`src/rtl/eight_point_fft_pkg.sv`:
```
// rtl/eight_point_fft_pkg.sv - constants, twiddle LUT and FSM states for eight_point_fft
package eight_point_fft_pkg;

    localparam int DATA_W = 16;
    localparam int FRAC_W = 8;
    localparam int PROD_W = 2 * DATA_W;
    localparam int ACC_W  = 36;

    typedef enum logic [1:0] {
        IDLE,
        BUSY,
        DONE
    } state_t;

    function automatic logic signed [DATA_W-1:0] tw_cos(input logic [2:0] m);
        case (m)
            3'd0:    tw_cos = 16'sd256;
            3'd1:    tw_cos = 16'sd181;
            3'd2:    tw_cos = 16'sd0;
            3'd3:    tw_cos = -16'sd181;
            3'd4:    tw_cos = -16'sd256;
            3'd5:    tw_cos = -16'sd181;
            3'd6:    tw_cos = 16'sd0;
            default: tw_cos = 16'sd181;
        endcase
    endfunction

    function automatic logic signed [DATA_W-1:0] tw_sin(input logic [2:0] m);
        case (m)
            3'd0:    tw_sin = 16'sd0;
            3'd1:    tw_sin = 16'sd181;
            3'd2:    tw_sin = 16'sd256;
            3'd3:    tw_sin = 16'sd181;
            3'd4:    tw_sin = 16'sd0;
            3'd5:    tw_sin = -16'sd181;
            3'd6:    tw_sin = -16'sd256;
            default: tw_sin = -16'sd181;
        endcase
    endfunction

endpackage

```
`src/rtl/eight_point_fft_cmul.sv`:
```
// rtl/eight_point_fft_cmul.sv - combinational 16x16 complex multiplier, Q16.16 products
module fft_cmul
    import eight_point_fft_pkg::*;
(
    input  logic signed [DATA_W-1:0] a,
    input  logic signed [DATA_W-1:0] b,
    input  logic signed [DATA_W-1:0] c,
    input  logic signed [DATA_W-1:0] d,
    output logic signed [PROD_W-1:0] re,
    output logic signed [PROD_W-1:0] im
);

    logic signed [PROD_W-1:0] ac, bd, ad, bc;

    assign ac = a * c;
    assign bd = b * d;
    assign ad = a * d;
    assign bc = b * c;
    assign re = ac - bd;
    assign im = ad + bc;

endmodule

```
`src/rtl/eight_point_fft.sv`:
```
// rtl/eight_point_fft.sv - sequential 8-point DFT, one shared complex MAC (FFT_SATURATE_EN selects clamping)
module eight_point_fft
    import eight_point_fft_pkg::*;
(
    input  logic                     CLK,
    input  logic                     RST_N,
    input  logic signed [DATA_W-1:0] in0_real, in1_real, in2_real, in3_real,
    input  logic signed [DATA_W-1:0] in4_real, in5_real, in6_real, in7_real,
    input  logic signed [DATA_W-1:0] in0_imag, in1_imag, in2_imag, in3_imag,
    input  logic signed [DATA_W-1:0] in4_imag, in5_imag, in6_imag, in7_imag,
    input  logic                     write,
    input  logic                     start,
    output logic signed [DATA_W-1:0] out0_real, out1_real, out2_real, out3_real,
    output logic signed [DATA_W-1:0] out4_real, out5_real, out6_real, out7_real,
    output logic signed [DATA_W-1:0] out0_imag, out1_imag, out2_imag, out3_imag,
    output logic signed [DATA_W-1:0] out4_imag, out5_imag, out6_imag, out7_imag,
    output logic                     ready
);

    logic signed [DATA_W-1:0] in_re [8];
    logic signed [DATA_W-1:0] in_im [8];
    logic signed [DATA_W-1:0] x_re  [8];
    logic signed [DATA_W-1:0] x_im  [8];
    logic signed [DATA_W-1:0] o_re  [8];
    logic signed [DATA_W-1:0] o_im  [8];

    assign in_re = '{in0_real, in1_real, in2_real, in3_real, in4_real, in5_real, in6_real, in7_real};
    assign in_im = '{in0_imag, in1_imag, in2_imag, in3_imag, in4_imag, in5_imag, in6_imag, in7_imag};

    assign {out0_real, out1_real, out2_real, out3_real} = {o_re[0], o_re[1], o_re[2], o_re[3]};
    assign {out4_real, out5_real, out6_real, out7_real} = {o_re[4], o_re[5], o_re[6], o_re[7]};
    assign {out0_imag, out1_imag, out2_imag, out3_imag} = {o_im[0], o_im[1], o_im[2], o_im[3]};
    assign {out4_imag, out5_imag, out6_imag, out7_imag} = {o_im[4], o_im[5], o_im[6], o_im[7]};

    state_t                   state;
    logic [5:0]               cnt;
    logic [2:0]               k, n, m;
    logic signed [ACC_W-1:0]  acc_re, acc_im, sum_re, sum_im;
    logic signed [DATA_W-1:0] tw_re, tw_im;
    logic signed [PROD_W-1:0] prod_re, prod_im;

    assign k = cnt[5:3];
    assign n = cnt[2:0];
    assign m = n * k;
    assign tw_re = tw_cos(m);
    // W^m = cos - j*sin, so the imaginary twiddle part is the negated sine
    assign tw_im = -tw_sin(m);

    fft_cmul u_cmul (
        .a  (x_re[n]),
        .b  (x_im[n]),
        .c  (tw_re),
        .d  (tw_im),
        .re (prod_re),
        .im (prod_im)
    );

    assign sum_re = acc_re + ACC_W'(prod_re);
    assign sum_im = acc_im + ACC_W'(prod_im);

    function automatic logic signed [DATA_W-1:0] scale(input logic signed [ACC_W-1:0] v);
        logic signed [ACC_W-1:0] r;
        r = (v + ACC_W'(128)) >>> FRAC_W;
`ifdef FFT_SATURATE_EN
        if (r > ACC_W'(32767))
            scale = 16'sh7FFF;
        else if (r < -ACC_W'(32768))
            scale = 16'sh8000;
        else
            scale = r[DATA_W-1:0];
`else
        scale = r[DATA_W-1:0];
`endif
    endfunction

    always_ff @(posedge CLK) begin
        if (RST_N) begin
            state  <= IDLE;
            cnt    <= '0;
            acc_re <= '0;
            acc_im <= '0;
            ready  <= 1'b0;
            for (int i = 0; i < 8; i++) begin
                x_re[i] <= '0;
                x_im[i] <= '0;
                o_re[i] <= '0;
                o_im[i] <= '0;
            end
        end else begin
            case (state)
                IDLE: begin
                    if (write) begin
                        x_re <= in_re;
                        x_im <= in_im;
                    end
                    if (start) begin
                        state  <= BUSY;
                        cnt    <= '0;
                        acc_re <= '0;
                        acc_im <= '0;
                    end
                end
                BUSY: begin
                    if (n == 3'd7) begin
                        o_re[k] <= scale(sum_re);
                        o_im[k] <= scale(sum_im);
                        acc_re  <= '0;
                        acc_im  <= '0;
                    end else begin
                        acc_re <= sum_re;
                        acc_im <= sum_im;
                    end
                    cnt <= cnt + 6'd1;
                    if (cnt == 6'd63) begin
                        state <= DONE;
                        ready <= 1'b1;
                    end
                end
                DONE: begin
                    if (write) begin
                        x_re <= in_re;
                        x_im <= in_im;
                    end
                    if (!start) begin
                        state <= IDLE;
                        ready <= 1'b0;
                    end
                end
                default: state <= IDLE;
            endcase
        end
    end

endmodule

```
`config.mk`:
```
export PLATFORM = sky130hd
export DESIGN_NAME = eight_point_fft
export DESIGN_NICKNAME = d
export VERILOG_FILES = /design/src/rtl/eight_point_fft_pkg.sv /design/src/rtl/eight_point_fft_cmul.sv /design/src/rtl/eight_point_fft.sv
export SDC_FILE = /design/constraint.sdc
export NUM_CORES = 2
export LEC_CHECK = 0
export CORE_MARGIN = 4
export CORE_UTILIZATION = 54
export CTS_CLUSTER_SIZE = 28
export DETAILED_ROUTE_END_ITERATION = 10
export GPL_ROUTABILITY_DRIVEN = 0
export GPL_TIMING_DRIVEN = 0
export HOLD_SLACK_MARGIN = 0.12
export MAX_ROUTING_LAYER = met4
export PLACE_DENSITY = 0.81
export SLEW_MARGIN = 10
export SYNTH_ARGS = -nofsm -noshare
export SYNTH_HDL_FRONTEND = slang
export SYNTH_SLANG_ARGS = --single-unit
```
`constraint.sdc`:
```
create_clock -name CLK -period 13 [get_ports CLK]
set_clock_uncertainty 0.05 [all_clocks]
set_input_delay 1.95 -clock CLK [delete_from_list [all_inputs] [get_ports CLK]]
set_output_delay 1.95 -clock CLK [all_outputs]
set_load 0.1 [all_outputs]
```
[Word-level counts from Yosys, hierarchy flattened]
Memory sizes are Yosys's and may differ from the RTL's.
Index checks and enable logic that the tools add are counted.
Operators by class
  $add $sub $neg: 8
  multiply operators: 5
  divide/modulo/power cells: 0
  order comparisons: 1
  equal/unequal tests: 13
  shift operators: 0
  multiplexer cells: 34
  bitwise logic cells: 1
  reduce and logical (&&, ||, !) cells: 15
Operators by type and width (count)
  $pmux 36 s2: 2
  $mul 16x16->32: 4
  $pmux 16 s4: 2
  $mux 36: 3
  $bmux 16 s3: 2
  $mux 16: 6
  $add 36x32->36: 2
  $add 24x9->24 const B: 2
  $add 32x32->32: 1
  $reduce_or 16->1: 2
  $sub 32x32->32: 1
  $neg 16->16: 1
  $eq 3x3->1 const B: 4
  $pmux 6 s2: 1
  $mux 1: 10
  $reduce_or 2->1: 5
  $add 6x1->6 const B: 1
  $eq 3x2->1 const B: 2
  $eq 6x6->1 const B: 1
  $mux 2: 3
  $mux 3: 2
  $mux 6: 1
  $ne 2x2->1 const B: 3
  $pmux 2 s3: 1
  12 further kinds: 15
Word-level totals
  register bits: 337
  bits in latches: 0
  bits in writable memories: 256
  memory bits (read-only): 0
  output and inout bits: 257
  logic and storage cells: 100
  memories: 2
Memory list
  o_im: words 8, width 16, read ports 8, clocked after memory_dff 0, write ports 8, RTL line eight_point_fft.sv:25  | logic signed [DATA_W-1:0] o_im [8];
  o_re: words 8, width 16, read ports 8, clocked after memory_dff 0, write ports 8, RTL line eight_point_fft.sv:24  | logic signed [DATA_W-1:0] o_re [8];

[Longest topological paths before layout]
  depth in word-level cells: 10
  mapped depth: 54
  depth with buffers taken out: 45

[Hierarchy]
A second synthesis with hierarchy kept.
Unflattened totals
  cells, all modules: 6892
  area, all modules: 65484.1 um2
Modules (own cells, without submodules)
  fft_cmul: instances 1, cells each 4297, area an instance 39823.2 um2, seq. area each 0.0 um2
  eight_point_fft: instances 1, cells each 2595, area an instance 25660.9 um2, seq. area each 13953.4 um2

[Worst setup path after synthesis]
No wires, ideal clock.
  path type: register to register
  start point: register cnt[0]
  end point: memory o_re[0][15] (data pin)
  data arrival time: 12.892 ns
  required time: 12.678 ns
  path slack: -0.214 ns
  stages on the path, launching flop included: 49
  path buffers: 10
  cell sequence: dfxtp_1 -> buf_2 -> buf_4 -> buf_4 -> buf_1 -> clkbuf_1 -> buf_2 -> buf_2 -> and2_1 -> ha_1 -> xor3_2 -> xor2_1 -> clkbuf_1 -> nor2_1 -> nor3b_1 -> clkbuf_1 -> clkbuf_1 -> nand2_1 -> (+13 left out) -> ha_1 -> a2111oi_0 -> nor2b_1 -> inv_1 -> a211o_1 -> a2111oi_0 -> o31ai_1 -> a21oi_1 -> xnor2_1 -> ha_1 -> nand2b_1 -> nor3_1 -> a21oi_1 -> o211ai_1 -> a311oi_1 -> nor4_1 -> xnor2_1 -> nor2_1
RTL lines
  start: declaration: RTL line eight_point_fft.sv:36  | logic [5:0] cnt;
  start signal: assignment: RTL line eight_point_fft.sv:113  | cnt <= cnt + 6'd1;
  end: declaration: RTL line eight_point_fft.sv:24

==> flow_summary.yaml <==
status:
  status: "completed"
place:
  port-buffer-count: 515
  dp_hpwl_um: 135000
  dp_slack_ns: -4.10
  place_inst: 7151
synth:
  synth_top_area_share_pct: 30.6
  synth_nets: 6757
  async_flop_share_pct: 0
  ys_ff_latch: 569
  synth_ff_type: "dfxtp_1"
  synthSimpleGateAreaFrac_pct: 11.2
  synth.top_cells.by_count: "inv_1 (1167), fa_1 (799), nand2_1 (756), nor2_1 (464), ha_1 (336)"
  synthXorXnorAreaFrac_pct: 3.52
  synth_top_area_cell: "fa_1"
  synthAdderAreaFrac_pct: 38.6
  synth_cell_types: 68
  syn_inst: 5362
  ys_seq_area_share_pct: 26.7
  ys_warn_count: 0
  synth_mux_area_share_pct: 4.01
  ys_top_cells_by_area: "fa_1 (31%), edfxtp_1 (15%), dfxtp_1 (12%)"
  syn_area_per_cell_um2: 9.75
  synth_most_common_cell: "inv_1"
  synth_edf_count: 256
  synth.cell_area_um2: 52300
  synth_top_family_by_area: "adder cells"
  synth_compound_area_share_pct: 6.02
clocking:
  clk_path_buf_depth: 3
  cts_tree: "built"
  clkTransAtPathRegs_ns: 0.06
  cts_max_level: 2
  numCtsBuffers: 57
  clk_latency_ns: 0.66
  cts_sinks: 569
  cts-hold-fix-buffers: 0
  cts-root-buf: "clkbuf_16"
floorplanning:
  start_util_pct: 54.7
  die_h_um: 319
  dieWidth_um: 319
  ios: 517
  rows: 113
  core_area_um2: 95600
  die_area_um2: 102000
global_route:
  overflow: 0
  grt_pass1_wl_um: 254000
  grt_max_degree: 33
  antenna_found_initial: 10
  grt_usage_pct: 33.7
  grt_pass1_vias: 43890
power:
  worst_ir_drop_vdd_mv: 0.254
  powerDensity_nw_per_um2: 107
  pwr-share-seq_pct: 30.5
  intPower_uw: 4030
  p_sw_uw: 2650
  pwr-share-clk_pct: 26.7
  power_uw: 6680
  p_sw_share_pct: 39.7
  p_comb_share_pct: 42.8
  power.leakage_uw: 0.0290
critical_path:
  ff2ff_path_depth: 51
  slowest_stage: "fa_1"
  crit_required_ns: 13.31
  cp_slowest_stage_delay_ns: 0.54
  endpoint_kind: "register"
  startpoint_type: "register"
  critPathMostFrequentCell: "fa_1"
  cp.arrival_ns: 13.21
  setup.worst_path.class: "register to register"
  critPathMaxFanout: 10
routing:
  postRouteAntennaNets: 0
  dr.pass1.iters: 6
  via_per_inst: 5.75
  vias: 41998
  drt-wirelength-per-cell_um: 23.1
  drt_drc_violations_left: 0
  drt_iter0_drc: 4654
  routed_wl_um: 169000
layout:
  multiInputGateArea_um2: 34000
  nFillCells: 6948
  syn2layout_area_growth_pct: 19.8
  fin_util_pct: 65.5
  fin_nets: 7367
  fin_cells: 7300
  regArea_um2: 14000
  drive_gt1_share_pct: 6.56
sta:
  hold_violations: 0
  maxSlewViolCount: 0
  min_period_ns: 12.90
  setup_slack_ns: 0.0991
  final-setup-viol-count: 0
  fmax_mhz: 77.5
  fin_crit_sh_pct: 99.2
  hold_ws_ns: 0.404
  max-slew-margin-rel_pct: 8.56
  tightest_slew_ns: 1.33
min_path:
  hp-class: "register to register"
  hold_path_depth: 2
flow_run:
  drv_cap: 0
[power by group through the flow]
stage / registers (µW) / clock network, µW / logic, µW
4_1_cts: 2030 / 1770 / 2540
5_1_grt: 2040 / 1850 / 2950
2_1_floorplan: 2320 / 0 / 1090
3_3_place_gp: 2060 / 0 / 2090
6_report: 2040 / 1780 / 2860
3_5_place_dp: 2070 / 0 / 2140
[critical path, delay by kind of cell (launching register included)]
kind	cells	cell delay [ns]
fa+ha+maj	11	4.65
buf+inv	16	2.23
simple gates	11	1.99
xor+xnor	5	1.71
compound gates	8	1.51
flops	1	0.36
[layout make-up]
type                    instances  share of cell area (%)
diodes                         14                  0.0560
multi-input cells            3422                    54.3
inverters                    1168                    7.01
plain buffers                 196                    1.54
flip-flops and latches        569                    22.3
repair buffers                558                    9.05
well taps                    1265                    2.53
clock inverters                25                   0.504
clock buffers                  83                    2.75
[repair_timing]
action                                  in CTS  in global routing
pin swaps                                   11                 25
hold endpoints to repair                     0                  0
buffers inserted                            11                 22
endpoints found under the setup margin     286                180
gates resized for setup                    124                 89
gates cloned                                 0                  1
[state kept, by name (all words and copies together) (netlist names)]
signal / count
ready: 1
x_re: 128
state: 2
acc_re: 24
x_im: 128
cnt: 6
o_re: 128
acc_im: 24
o_im: 128
[routing by layer]
metal	part of all wire, %	up-vias	global-route usage, %
met2	47	2899	52.5
met4	8.3	0	21.6
met1	34	20556	39.2
li1	-	17757	-
met3	11	786	8.14
met5	0	-	-
[cells in the final DEF, fill, tap and decap left out, types with 26 or more instances in the layout]
cell	n
edfxtp_1	256
clkbuf_16	62
ha_1	329
nand3_1	26
clkdlybuf4s50_1	515
xnor2_1	127
o21ai_0	32
fa_1	799
a21o_1	30
a21oi_1	318
dfxtp_1	312
mux4_2	68
nand2_1	754
xor2_1	34
a22oi_1	46
clkbuf_1	155
inv_1	1165
buf_4	30
nor2_1	452
nand2b_1	42
[path summary, 6_finish.rpt]
path | startpoint | endpoint | slack, ns
min | x_im[22] | x_im[22] | 0.40
min reg2reg | x_im[22] | x_im[22] | 0.40
max | cnt[0] | o_re[2][14] | 0.1
max reg2reg | cnt[0] | o_re[2][14] | 0.1
[logic make-up after synthesis]
kind of cell / after synthesis
fa+ha+maj: 1135
compound gates: 535
xor+xnor: 202
flops: 569
mux: 119
buf+inv: 1371
simple gates: 1431
[stage by stage]
stage	instance area (µm²)	setup TNS [ns]
after floorplan	52300	0
after global placement	59000	-653.73
after detailed placement	59200	-720.63
after CTS	62000	0
after global routing	62600	-7.39
final	62600	0
Note: power is estimated with default switching activity, not from simulation.
